## src/rtl/wb_stage_pipe.sv

```systemverilog
// MEM/WB slot with writeback mux and load extract/extend; rf_* are driven combinationally from the slot (1 cycle).
// A load waits in the slot until m_ready; wb_stall holds MEM meanwhile, and retire plus accept on one edge gives 1 instr/cycle.
module wb_stage_pipe #(
    parameter int DATA_W   = 32,
    parameter int ADDR_W   = 5,
    parameter int ZERO_REG = 1
) (
    input  logic              clk,
    input  logic              rst,
    input  logic              m_valid,
    input  logic [DATA_W-1:0] r_alu,
    input  logic              m2reg,
    input  logic              wreg,
    input  logic [ADDR_W-1:0] rn,
    input  logic [1:0]        ld_size,
    input  logic              ld_unsigned,
    input  logic [DATA_W-1:0] m_o,
    input  logic              m_ready,
    output logic              wb_stall,
    output logic              rf_we,
    output logic [ADDR_W-1:0] rf_waddr,
    output logic [DATA_W-1:0] wdi,
    output logic              ld_misalign
);
    localparam int OFF_W = $clog2(DATA_W / 8);

    // WAIT marks an occupied slot holding a load; it only stalls while m_ready is low.
    typedef enum logic [1:0] {EMPTY, FULL, WAIT} state_t;

    state_t              state_q, state_d;
    logic [DATA_W-1:0]   r_alu_q;
    logic                wreg_q;
    logic [ADDR_W-1:0]   rn_q;
    logic [1:0]          ld_size_q;
    logic                ld_unsigned_q;

    logic                slot_vld, is_load, accept, retire;
    logic [OFF_W-1:0]    off;
    logic [1:0]          sz_eff;
    logic [5:0]          shamt;
    logic                word_hi, sign, mis_raw, misalign, zero_hit;
    logic [DATA_W-1:0]   raw, mask, ext;

    always_ff @(posedge clk or posedge rst) begin
        if (rst) begin
            state_q <= EMPTY;
        end else begin
            state_q <= state_d;
        end
    end

    always_ff @(posedge clk or posedge rst) begin
        if (rst) begin
            r_alu_q       <= '0;
            wreg_q        <= 1'b0;
            rn_q          <= '0;
            ld_size_q     <= 2'b00;
            ld_unsigned_q <= 1'b0;
        end else if (accept) begin
            r_alu_q       <= r_alu;
            wreg_q        <= wreg;
            rn_q          <= rn;
            ld_size_q     <= ld_size;
            ld_unsigned_q <= ld_unsigned;
        end
    end

    always_comb begin
        state_d  = state_q;
        slot_vld = (state_q != EMPTY);
        is_load  = (state_q == WAIT);
        wb_stall = is_load & ~m_ready;
        accept   = m_valid & ~wb_stall;
        retire   = slot_vld & ~wb_stall;
        if (accept) begin
            state_d = m2reg ? WAIT : FULL;
        end else if (retire) begin
            state_d = EMPTY;
        end
    end

    // Lane extraction: shift the addressed lane down to bit 0, then mask and extend.
    always_comb begin
        off     = r_alu_q[OFF_W-1:0];
        sz_eff  = (DATA_W == 32 && ld_size_q == 2'b11) ? 2'b10 : ld_size_q;
        word_hi = (DATA_W == 64) ? off[OFF_W-1] : 1'b0;
        shamt   = 6'd0;
        mis_raw = 1'b0;
        case (sz_eff)
            2'b00: shamt = 6'({off, 3'b000});
            2'b01: begin
                shamt   = 6'({off, 3'b000});
                mis_raw = off[0];
            end
            2'b10: begin
                shamt   = {word_hi, 5'b00000};
                mis_raw = (off[1:0] != 2'b00);
            end
            default: mis_raw = (off != '0);
        endcase
        raw = m_o >> shamt;
        case (sz_eff)
            2'b00:   begin mask = DATA_W'(8'hFF);         sign = raw[7];  end
            2'b01:   begin mask = DATA_W'(16'hFFFF);      sign = raw[15]; end
            2'b10:   begin mask = DATA_W'(32'hFFFF_FFFF); sign = raw[31]; end
            default: begin mask = '1;                     sign = 1'b0;    end
        endcase
        ext = (raw & mask) | ((~ld_unsigned_q & sign) ? ~mask : '0);
    end

    always_comb begin
        misalign    = is_load & mis_raw;
        zero_hit    = (ZERO_REG != 0) && (rn_q == '0);
        rf_we       = retire & wreg_q & ~misalign & ~zero_hit;
        ld_misalign = retire & misalign;
        rf_waddr    = slot_vld ? rn_q : '0;
        wdi         = '0;
        if (rf_we) begin
            wdi = is_load ? ext : r_alu_q;
        end
    end
endmodule

```

## config.mk

```make
export PLATFORM = sky130hd
export DESIGN_NAME = wb_stage_pipe
export DESIGN_NICKNAME = d
export VERILOG_FILES = /design/src/rtl/wb_stage_pipe.sv
export SDC_FILE = /design/constraint.sdc
export NUM_CORES = 1
export LEC_CHECK = 0
export ABC_AREA = 1
export CAP_MARGIN = 30
export CORE_UTILIZATION = 46
export CTS_CLUSTER_SIZE = 8
export DETAILED_ROUTE_END_ITERATION = 7
export PLACE_DENSITY = 0.86
export SKIP_CTS_REPAIR_TIMING = 1
export SLEW_MARGIN = 20
export SYNTH_ARGS = -nofsm -noshare
export SYNTH_HDL_FRONTEND = slang
export SYNTH_SLANG_ARGS = --single-unit
```

## constraint.sdc

```tcl
create_clock -name clk -period 4.1 [get_ports clk]
set_input_delay 0.82 -clock clk [delete_from_list [all_inputs] [get_ports clk]]
set_output_delay 0.82 -clock clk [all_outputs]
set_load 0.01 [all_outputs]
```

# After elaboration in Yosys (flattened, before gate mapping)
# Index checks and enable logic that the tools add are counted.
# op_classes
reduce_logical	6
n_bitwise	17
n_shift	1
n_eq_ne	4
muxes	12
# ops
cell	count
$mux W32	3
$pmux W32 S2	1
$and A32 B32 Y32	1
$not A32 Y32	1
$or A32 B32 Y32	1
$shr A32 B6 Y32	1
$mux W5	2
$and A1 B1 Y1	9
$mux W2	4
$eq A2 B2 Y1 const B	3
$reduce_bool A2 Y1	3
$logic_not A5 Y1	1
$not A1 Y1	5
$pmux W1 S3	1
$eq A2 B1 Y1 const B	1
$logic_not A2 Y1	1
$pmux W1 S2	1
$reduce_or A2 Y1	1
# word_totals
reg_bits	43
elab_cells	46
in_bits	78
output_inout_bits	40

# Logic depth before layout (Yosys ltp)
# Gate-level depths: netlist of the first run.
# logic_depth
depth_word	12
mapped_depth	11
depth_no_buf	10

# Least setup slack after synthesis of the first run
# OpenSTA, ideal clock, no wires.
# synth_timing
path_type	in2out
start	in m_ready
end	out wdi[27]
slack_ps	1498
cell_stages	9
path_buffers	1
arrival_time_ps	1782
required_ps	3280
cell_sequence	inv_1 nand2_1 inv_1 nor2_1 nand3_1 inv_1 buf_2 o21ai_0 a21oi_1
# synth_via
elab_chain_cells	8
# synth_lines
element	line_no	text
start: declaration	18	input logic m_ready,
$not A1 Y1	72	wb_stall = is_load & ~m_ready;
$and A1 B1 Y1	72	
named net wb_stall	19	output logic wb_stall,
$not A1 Y1	74	retire = slot_vld & ~wb_stall;
$and A1 B1 Y1	74	
$and A1 B1 Y1 (3 in series)	114	rf_we = retire & wreg_q & ~misalign & ~zero_hit;
named net rf_we	20	output logic rf_we,
$mux W32	118	if (rf_we) begin
end: declaration	22	output logic [DATA_W-1:0] wdi,
# The timed path passes the listed nets, and every way through them passes these cells.

# Worst setup path after layout of the first run
# layout_timing
start	reg ld_size_q[1]
end	out wdi[16]
# layout_via
elab_chain_cells	12
elab_cells_between_ends	22
classes_between	eq/ne (3); shift (1); mux (8); bitwise (8); reduce/logical (2)
# layout_lines
element	line_no	text
start: declaration	34	logic [1:0] ld_size_q;
start signal: assignment	63	ld_size_q <= ld_size;
$eq A2 B2 Y1	85	sz_eff = (DATA_W == 32 && ld_size_q == 2'b11) ? 2'b10 : ld_size_q;
$mux W2 (*)	85	
$eq A2 B1 Y1 or $logic_not A2 Y1 (tied branches)	89, 102	
$reduce_or A2 Y1 (no source line)	n/a	
$mux W5	89	case (sz_eff)
$shr A32 B6 Y32	101	raw = m_o >> shamt;
$pmux W1 S3	102	case (sz_eff)
$and A1 B1 Y1	108	ext = (raw & mask) | ((~ld_unsigned_q & sign) ? ~mask : '0);
$mux W32	108	
$or A32 B32 Y32	108	
$mux W32	119	wdi = is_load ? ext : r_alu_q;
$mux W32 (*)	118	
# Every way passes the cells marked *; elsewhere a longest branch is shown, timed or not.

==> summary.md, run 1 <==
Global routing
* total grt overflow: 0
* first-pass GRT wire length: 13.1 mm
* number of global-route vias before repair: 2760
* GRT Util Overall: 0.265
* pin count of the biggest net entering global routing: 54
* initial antenna violation count: 0

Worst setup path
* Worst Path Arrival: 2960 ps
* crit path cell chain: inv_2 > nand2_4 > nand2_1 > o21ai_0 > nand2_1 > nand3_1 > nand2_1 > nand2_2 > nand2_1 > a21oi_1 > clkdlybuf4s50_1
* delay-heaviest family, CP: simple AND/OR/NAND/NOR gates
* CP max FO: 30
* most frequent cell on the critical path: sky130_fd_sc_hd__nand2_1
* buffer and inverter count on the worst path: 2
* slowest stage cell on the critical path: sky130_fd_sc_hd__dfrtp_1
* Setup crit start kind: flip-flop
* category of the critical setup timing path: flip-flop to output port
* peak per-stage delay on the critical path: 630 ps
* required time of the critical path: 3280 ps
* crit end category: output port

Min path
* worst min-delay path class: flip-flop to flip-flop

Timing
* maximum clock frequency: 265 MHz
* normalized max-slew margin: 0.548
* Tmin final: 3780 ps
* Sum Neg Setup Slack: 0 ps
* count of endpoints failing hold in the final timing report: 0
* final clock period utilization by the worst path: 0.921
* worst-case clock skew: 9.39 ps
* count of final max-slew check failures: 0
* unrepaired setup endpoints after global routing: no
* final setup violation count: 0
* Slew @ Worst Pin: 676 ps

Power and ir drop
* static leakage: 1.81 nW
* pwr/cell area: 313 nW/um2
* IR drop worst, VDD: 0.168 mV
* post-route total power: 1.27 mW

Final layout
* diode count: 0
* most used cells in the layout excluding fill and tap cells: 117 x sky130_fd_sc_hd__clkdlybuf4s50_1, 66 x sky130_fd_sc_hd__nand2_1, 51 x sky130_fd_sc_hd__o21ai_0
* fraction of the core area covered by cells at the end of the flow: 0.721
* commonest non-fill, non-tap cell in the layout: sky130_fd_sc_hd__clkdlybuf4s50_1
* fin area: 4070 um2
* nets: 547
* area grow syn2layout: 47.1%
* fraction of final layout cells sized beyond drive strength 1: 0.124
* number of standard cells in the layout, taps in and fillers out: 541

Route
* routed via count divided by cell count: 5.41
* first drt pass iteration count: 6
* routed wire length: 8.26 mm
* first-iteration detailed-routing DRC count: 266
* remaining antenna violation count: 0
* Post-route DRC: 0
* total number of vias: 2927
* average routed wire per standard cell: 15.3 um

CTS
* clock root buffer master: sky130_fd_sc_hd__clkbuf_8
* Clock Tree Buf Depth: 2
* number of buffers created by CTS: 5
* clock latency at the later pin of the worst-skew pair: 280 ps
* clock sink total: 43
* H-tree depth: 2
* TritonCTS clock tree: built
* clock-pin slew reported for the worst setup and hold paths after clock tree synthesis: 80 ps

Floorplan
* Rows: 27
* Die Outline Area: 6320 um2
* Die Wd: 79.5 um
* Die H: 79.5 um
* top-level I/O count: 118
* effective utilization at floorplan: 0.490
* Core ar.: 5640 um2

Synthesis
* Synth Register Bits: 43
* number of warnings reported in the yosys synthesis log: 0
* post-synth cell types: 24
* portion of the post-synthesis area used by sequential elements: 0.389
* post-synthesis instance area: 2760 um2
* Syn Area/Cell: 7.61 um2
* Post-Syn Nets: 441
* Syn Inst Count: 363

Placed design
* cell count after placement: 534
* Final Wtd Congestion: 0.943
* Port Buf Inserts: 117
* dpl hpwl: 6.34 mm
* standard cell area after detailed placement: 3970 um2

Flow run
* count of maximum capacitance violations: 0

Status
* result of the run: finished clean

-- through the flow --
stage / hold WS, ps / setup slack, ps
finish: 505 / 322
global route: 513 / 120
CTS: 504 / 233
detailed placement: 487 / 333
global placement: 481 / 394
floorplan: 474 / 1500
-- report_power, final --
group / internal [mW] / leakage [nW] / switching (mW)
clock: 0.132 / 0.0470 / 0.132
sequential: 0.478 / 0.499 / 0.0339
combinational: 0.244 / 1.26 / 0.253
total: 0.854 / 1.81 / 0.419
-- cell type report --
class                           count  area (um2)
Sequential cell                    43        1080
Clock inverter                      1        5.00
Multi-Input combinational cell    260        1440
Timing Repair Buffer              124        1240
Fill cell                         444        1580
Inverter                           35         131
Tap cell                           72        90.1
Clock buffer                        6        82.6
-- worst paths after layout --
kind / startpoint / to / slack, ps / cells after the start
worst max-delay path: ld_size_q[1]$_DFFE_PP0P_ / wdi[16] / 320 / 11
worst min-delay path: r_alu_q[23]$_DFFE_PP0P_ / r_alu_q[23]$_DFFE_PP0P_ / 510 / 1
worst max register to register: state_q[0]$_DFFE_PP0P_ / r_alu_q[26]$_DFFE_PP0P_ / 2140 / 5
worst min register to register: r_alu_q[23]$_DFFE_PP0P_ / r_alu_q[23]$_DFFE_PP0P_ / 510 / 1
max in group asynchronous: rst / r_alu_q[20]$_DFFE_PP0P_ / 2760 / 3
min in group asynchronous: rst / state_q[0]$_DFFE_PP0P_ / 970 / 3
-- cell usage after synthesis (all sizes together) --
library cell | count | share of area
o22ai | 2 | 0.0045
o211ai | 3 | 0.0081
nor3 | 1 | 0.0018
nand3 | 8 | 0.014
dfrtp | 43 | 0.39
o21ai | 52 | 0.094
nor2 | 29 | 0.039
a31oi | 7 | 0.016
clkbuf | 10 | 0.014
buf | 15 | 0.035
clkinv | 1 | 0.0014
a211oi | 3 | 0.0081
mux2 | 32 | 0.13
a221oi | 1 | 0.0032
inv | 34 | 0.046
a21oi | 47 | 0.085
nand2 | 69 | 0.096
or2 | 6 | 0.014
-- layer usage --
metal | global-route usage | part of all wire | up-vias | routed length (um)
met2 | 0.415 | 0.45 | 153 | 3700
met1 | 0.380 | 0.46 | 1337 | 3810
met5 | 0 | 0 | - | 0
li1 | - | - | 1421 | -
met4 | 0.0873 | 0.023 | 0 | 189
met3 | 0.0297 | 0.068 | 16 | 562
-- sequential cells by signal (all words and copies together), names as in the netlist --
name / cells
state_q: 2
ld_unsigned_q: 1
ld_size_q: 2
r_alu_q: 32
rn_q: 5
wreg_q: 1
-- cell families (layout without fill, tap and decap cells) --
group,after synthesis,in the layout,share of synthesized area
AOI/OAI and AO/OA,115,115,0.219
and+or+nand+nor,113,113,0.165
buffers and inverters,60,166,0.0964
DFF,43,43,0.389
muxes,32,32,0.130
Note: power is estimated with default switching activity, not from simulation.
==> inputs of run 2 (changes only) <==
--- a/config.mk
+++ b/config.mk
@@ -10,6 +10,7 @@
 export CORE_UTILIZATION = 46
 export CTS_CLUSTER_SIZE = 8
 export DETAILED_ROUTE_END_ITERATION = 7
+export HOLD_SLACK_MARGIN = 0.06
 export PLACE_DENSITY = 0.86
 export SKIP_CTS_REPAIR_TIMING = 1
 export SLEW_MARGIN = 20
==> results of run 2 <==
Final layout, timing and power as in run 1 (identical DEF).
